**config.mk**
```make
export PLATFORM = sky130hd
export DESIGN_NAME = clk_div_multi_flat
export DESIGN_NICKNAME = d
export VERILOG_FILES = /design/src/rtl/clk_div_multi_if.sv /design/src/rtl/clk_div_multi.sv /design/src/flat_wrapper.sv
export SDC_FILE = /design/constraint.sdc
export NUM_CORES = 1
export LEC_CHECK = 0
export CORE_MARGIN = 5
export CORE_UTILIZATION = 35
export DETAILED_ROUTE_END_ITERATION = 10
export HOLD_SLACK_MARGIN = 0.06
export SLEW_MARGIN = 15
export SYNTH_ARGS = -nofsm -noshare
export SYNTH_HDL_FRONTEND = slang
export SYNTH_SLANG_ARGS = --single-unit
```
**constraint.sdc**
```tcl
create_clock -name clk -period 8.3 [get_ports clk]
set_input_delay 1.245 -clock clk [delete_from_list [all_inputs] [get_ports clk]]
set_output_delay 1.245 -clock clk [all_outputs]
set_load 0.02 [all_outputs]
```
**src/rtl/clk_div_multi_if.sv**
```systemverilog
// Bundles the per-channel enables, config write port, sync strobe and divider outputs of
// clk_div_multi.
interface clk_div_multi_if #(
  parameter int unsigned NUM_CH = 4,
  parameter int unsigned CNT_W  = 8
);
  logic [NUM_CH-1:0] ch_en;
  logic              cfg_wr;
  logic [3:0]        cfg_ch;
  logic [CNT_W-1:0]  cfg_div;
  logic [CNT_W-1:0]  cfg_high;
  logic              sync;
  logic [NUM_CH-1:0] clk_out;
  logic [NUM_CH-1:0] tick;
  logic [NUM_CH-1:0] cfg_pend;

  modport master (
    output ch_en, cfg_wr, cfg_ch, cfg_div, cfg_high, sync,
    input  clk_out, tick, cfg_pend
  );

  modport slave (
    input  ch_en, cfg_wr, cfg_ch, cfg_div, cfg_high, sync,
    output clk_out, tick, cfg_pend
  );
endinterface

```
**src/rtl/clk_div_multi.sv**
```systemverilog
// Multi-channel programmable clock divider; config changes land only on period boundaries.
// Define CLK_DIV_SYNC_EN to let the sync strobe force all running channels through a boundary.
module clk_div_multi #(
  parameter int unsigned NUM_CH = 4,
  parameter int unsigned CNT_W  = 8
) (
  input logic            clk,
  input logic            rst,
  clk_div_multi_if.slave bus
);

  logic [CNT_W-1:0]  cnt_q    [NUM_CH];
  logic [CNT_W-1:0]  cnt_d    [NUM_CH];
  logic [CNT_W-1:0]  div_a_q  [NUM_CH];
  logic [CNT_W-1:0]  div_a_d  [NUM_CH];
  logic [CNT_W-1:0]  high_a_q [NUM_CH];
  logic [CNT_W-1:0]  high_a_d [NUM_CH];
  logic [CNT_W-1:0]  div_p_q  [NUM_CH];
  logic [CNT_W-1:0]  div_p_d  [NUM_CH];
  logic [CNT_W-1:0]  high_p_q [NUM_CH];
  logic [CNT_W-1:0]  high_p_d [NUM_CH];
  logic [NUM_CH-1:0] run_q, run_d;
  logic [NUM_CH-1:0] pend_q, pend_d;
  logic [NUM_CH-1:0] clk_q, clk_d;
  logic [NUM_CH-1:0] tick_q, tick_d;

  logic              sync_hit;
  logic              wr_hit;
  logic              bound;
  logic [CNT_W-1:0]  div_eff;

`ifdef CLK_DIV_SYNC_EN
  assign sync_hit = bus.sync;
`else
  assign sync_hit = 1'b0;
`endif

  always_comb begin
    wr_hit  = 1'b0;
    bound   = 1'b0;
    div_eff = '0;
    for (int i = 0; i < NUM_CH; i++) begin
      // Out-of-range channel indices never match, so such writes are dropped.
      wr_hit      = bus.cfg_wr && (int'(bus.cfg_ch) == i);
      div_p_d[i]  = wr_hit ? bus.cfg_div  : div_p_q[i];
      high_p_d[i] = wr_hit ? bus.cfg_high : high_p_q[i];
      pend_d[i]   = pend_q[i] | wr_hit;
      run_d[i]    = run_q[i];
      cnt_d[i]    = cnt_q[i];
      div_a_d[i]  = div_a_q[i];
      high_a_d[i] = high_a_q[i];
      clk_d[i]    = 1'b0;
      tick_d[i]   = 1'b0;
      div_eff     = (div_a_q[i] == '0) ? CNT_W'(1) : div_a_q[i];
      if (!bus.ch_en[i]) begin
        run_d[i] = 1'b0;
        cnt_d[i] = '0;
      end else begin
        // A start from stopped is handled exactly like a period boundary.
        bound    = !run_q[i] || sync_hit || (cnt_q[i] == div_eff);
        run_d[i] = 1'b1;
        if (bound) begin
          cnt_d[i]    = '0;
          div_a_d[i]  = div_p_q[i];
          high_a_d[i] = high_p_q[i];
          pend_d[i]   = wr_hit;
        end else begin
          cnt_d[i] = cnt_q[i] + 1'b1;
        end
        clk_d[i]  = cnt_d[i] < high_a_d[i];
        tick_d[i] = (cnt_d[i] == '0);
      end
    end
  end

  always_ff @(posedge clk or posedge rst) begin
    if (rst) begin
      for (int i = 0; i < NUM_CH; i++) begin
        cnt_q[i]    <= '0;
        div_a_q[i]  <= '0;
        high_a_q[i] <= '0;
        div_p_q[i]  <= '0;
        high_p_q[i] <= '0;
      end
      run_q  <= '0;
      pend_q <= '0;
      clk_q  <= '0;
      tick_q <= '0;
    end else begin
      for (int i = 0; i < NUM_CH; i++) begin
        cnt_q[i]    <= cnt_d[i];
        div_a_q[i]  <= div_a_d[i];
        high_a_q[i] <= high_a_d[i];
        div_p_q[i]  <= div_p_d[i];
        high_p_q[i] <= high_p_d[i];
      end
      run_q  <= run_d;
      pend_q <= pend_d;
      clk_q  <= clk_d;
      tick_q <= tick_d;
    end
  end

  assign bus.clk_out  = clk_q;
  assign bus.tick     = tick_q;
  assign bus.cfg_pend = pend_q;

endmodule

```
**src/flat_wrapper.sv**
```systemverilog
// flat-port wrapper written by rule: the top's interface ports become plain ports
module clk_div_multi_flat 
#(
  parameter int unsigned NUM_CH = 4,
  parameter int unsigned CNT_W  = 8
)
  (clk, rst, bus_ch_en, bus_cfg_wr, bus_cfg_ch, bus_cfg_div, bus_cfg_high, bus_sync, bus_clk_out, bus_tick, bus_cfg_pend);
  clk_div_multi_if #(.NUM_CH(NUM_CH), .CNT_W(CNT_W)) bus_i ();
  input logic clk;
  input logic rst;
  input wire logic [$bits(bus_i.ch_en)-1:0] bus_ch_en;
  input wire logic [$bits(bus_i.cfg_wr)-1:0] bus_cfg_wr;
  input wire logic [$bits(bus_i.cfg_ch)-1:0] bus_cfg_ch;
  input wire logic [$bits(bus_i.cfg_div)-1:0] bus_cfg_div;
  input wire logic [$bits(bus_i.cfg_high)-1:0] bus_cfg_high;
  input wire logic [$bits(bus_i.sync)-1:0] bus_sync;
  output wire logic [$bits(bus_i.clk_out)-1:0] bus_clk_out;
  output wire logic [$bits(bus_i.tick)-1:0] bus_tick;
  output wire logic [$bits(bus_i.cfg_pend)-1:0] bus_cfg_pend;
  assign bus_i.ch_en = bus_ch_en;
  assign bus_i.cfg_wr = bus_cfg_wr;
  assign bus_i.cfg_ch = bus_cfg_ch;
  assign bus_i.cfg_div = bus_cfg_div;
  assign bus_i.cfg_high = bus_cfg_high;
  assign bus_i.sync = bus_sync;
  assign bus_clk_out = bus_i.clk_out;
  assign bus_tick = bus_i.tick;
  assign bus_cfg_pend = bus_i.cfg_pend;
  clk_div_multi #(.NUM_CH(NUM_CH), .CNT_W(CNT_W)) u_core (.clk(clk), .rst(rst), .bus(bus_i));
endmodule
```
==> flow_metrics.tcl <==
set metrics [dict create \
    hold_class "flip-flop to flip-flop" \
    fin_nets 771 \
    synth_area_leader_cell "dfrtp_1" \
    synth_top_cells_by_area "dfrtp_1, mux2_2, ha_1" \
    crit_family "compound AO/OA/AOI/OAI gates" \
    syn_inst 672 \
    ys.flop_type "dfrtp_1" \
    syn2layout_area_growth_pct 15.2 \
    place.gp.congestion 0.775 \
    core_area_sq_mm 0.0241 \
    stdcell_count 1048 \
    pwr_density_cell_mw_per_mm2 271 \
    crit_fanout 17 \
    synth-async-reset-ratio 1.00 \
    yosys-top-cells-count "dfrtp_1, mux2_2, nor2_1" \
    ant_nets 0 \
    fin_crit_ns 3.33 \
    diodes 0 \
    utilization 0.406 \
    p_comb_frac 0.232 \
    cellInternalPower_uw 1900 \
    grt_pass1_vias 5238 \
    clkSlewWorstSetupHoldPaths_ns 0.07 \
    fmax_mhz 301 \
    synth-edff-count 0 \
    setup_violations 0 \
    grt_pass1_wl_mm 28.2 \
    num_rows 57 \
    cap_violations 0 \
    ctsResizeCount 0 \
    crit_path_end_kind "flip-flop" \
    p_seq_frac 0.463 \
    initial_core_util 0.352 \
    dp_cells 1016 \
    setup_tns_ns 0 \
    finalCritPeriodShare 0.401 \
    dr.pass1.iters 4 \
    synth_area_sq_mm 0.00849 \
    leakagePower_uw 0.00453 \
    clock_sinks 176 \
    antenna_found_initial 0 \
    synth.ff_latch_count 176 \
    layout-drive-gt1-share 0.246 \
    crit_type "flip-flop to flip-flop" \
    worst_path_largest_cell_delay_ns 0.57 \
    required_ns 8.67 \
    cts_buffer_depth 2 \
    status "completed" \
    ys_types 40 \
    regArea_sq_mm 0.00440 \
    die_h_microns 166 \
    die_x_microns 166 \
    synth.most_common_cell "dfrtp_1" \
    grt_max_degree 94 \
    yosysSeqAreaShare 0.519 \
    grt_overflow 0 \
    slew_viol_final 0 \
    path_cells "xor2_1 > nor4_1 > nand4_1 > o21ai_4 > mux2i_1 > ha_1 > a21o_1 > a211oi_1 > nand2_1 > a211o_1 > nand2_1" \
    via_per_inst 4.82 \
    power.net_switching_uw 752 \
    track_usage 0.128 \
    io-pin-count 40 \
    worst_pin_slew_ns 1.08 \
    cts_tree "built" \
    dp_hpwl_mm 11.7 \
    routed_wl_mm 17.2 \
    cts_root_buf "clkbuf_16" \
    syn_avg_cell_area_sq_um 12.6 \
    pwr-share-clk 0.305 \
    synth.net_count 732 \
    multi_input_area_sq_mm 0.00392 \
    io_buffer_count 38 \
    cp-start-kind "flip-flop" \
    crit_path_frequent_cell "nand2_1" \
    max_slew_margin 0.278 \
    hold_viol_final 0 \
    yosysTopAreaCellShare 0.519 \
    swShare 0.284 \
    cts_buffers 17 \
    clock_latency_ns 0.42 \
    fillCellCount 2318 \
    vias 5054 \
    post_cts_buffers 0 \
    max-vdd-ir-drop_mv 0.143 \
    rsz0062_at_grt "false" \
    worst-path-buf-inv 0 \
    crit_arrival_ns 3.69 \
    dieArea_sq_mm 0.0275 \
    hold_buffers 0 \
    drc 0 \
    drtIter0Drc 217 \
    post_drt_wl_per_cell_microns 16.4 \
    fin_worst_skew_ns 0.0102 \
    h-tree-depth 4 \
    synth_warnings 0 \
    critPathSlowestCell "o21ai_4" \
]
==> power by group through the flow <==
stage | clock network [uW] | logic [uW] | registers [uW]
floorplan | 0 | 481 | 1210
global placement | 0 | 611 | 1240
detailed placement | 0 | 625 | 1240
CTS | 826 | 629 | 1230
global route | 861 | 692 | 1260
finish | 809 | 617 | 1230
==> per-stage QoR <==
step / total power (uW) / hold slack (ns) / cell area, sq um / setup WS [ns]
after floorplan: 1700 / 0.472 / 8490 / 2.28
after global routing: 2810 / 0.510 / 9780 / 4.72
after CTS: 2680 / 0.479 / 9780 / 4.94
after global placement: 1850 / 0.463 / 9180 / 4.73
after detailed placement: 1870 / 0.465 / 9180 / 4.68
final: 2650 / 0.477 / 9780 / 4.97
==> final timing paths <==
check,start,to,slack [ns],cells after the start
worst max-delay path,u_core.cnt_q[28]$_DFF_PP0_,u_core.bus.clk_out[0]$_DFF_PP0_,4.97,11
worst min-delay path,u_core.bus.cfg_pend[2]$_DFF_PP0_,u_core.bus.cfg_pend[2]$_DFF_PP0_,0.48,1
worst max register to register,u_core.cnt_q[28]$_DFF_PP0_,u_core.bus.clk_out[0]$_DFF_PP0_,4.97,11
worst min register to register,u_core.bus.cfg_pend[2]$_DFF_PP0_,u_core.bus.cfg_pend[2]$_DFF_PP0_,0.48,1
max in group asynchronous,rst,u_core.cnt_q[7]$_DFF_PP0_,5.67,3
min in group asynchronous,rst,u_core.bus.cfg_pend[1]$_DFF_PP0_,1.38,2
==> area by class of cell <==
type                       count  area share
tap                          324      0.0414
timing repair buffer          41      0.0416
clock inverter                 9      0.0109
multi-input combinational    462       0.400
inverter                      13     0.00550
clock buffer                  23      0.0499
sequential                   176       0.450
==> cell families after synthesis <==
logic type | synth area share
adders and majority gates | 0.0472
AOI/OAI and AO/OA | 0.0535
DFF | 0.519
buffers and inverters | 0.0206
and+or+nand+nor | 0.0942
xor gates and xnor gates | 0.0578
muxes | 0.208
==> cell usage in the layout (no fill, tap or decap), types with 5 or more instances in the layout <==
| cell type | count |
|---|---|
| nand4_1 | 5 |
| clkbuf_16 | 17 |
| nor2_1 | 68 |
| o21ai_0 | 8 |
| mux2_4 | 18 |
| xnor2_1 | 24 |
| mux2i_1 | 28 |
| and3_1 | 15 |
| nand3_1 | 19 |
| xor2_1 | 32 |
| nand2_1 | 17 |
| nor3_1 | 5 |
| ha_1 | 32 |
| clkdlybuf4s50_1 | 38 |
| dfrtp_1 | 176 |
| mux2_2 | 108 |
| a21o_1 | 10 |
| nor4_1 | 9 |
| or2_2 | 6 |
| inv_1 | 12 |
| a21oi_1 | 14 |
==> per-layer routing <==
metal | up-vias | GRT usage | routed length [microns]
met4 | 0 | 0.0240 | 96
met2 | 49 | 0.196 | 7810
met3 | 9 | 0.0328 | 416
met5 | - | 0 | 0
met1 | 2539 | 0.185 | 8910
li1 | 2457 | - | -
==> flip-flops by register name (all words and copies together), names as in the netlist <==
signal,flops
u_core.bus.tick,4
u_core.div_p_q,32
u_core.cnt_q,32
u_core.div_a_q,32
u_core.high_p_q,32
u_core.high_a_q,32
u_core.bus.clk_out,4
u_core.run_q,4
u_core.bus.cfg_pend,4
Note: power is estimated with default switching activity, not from simulation.
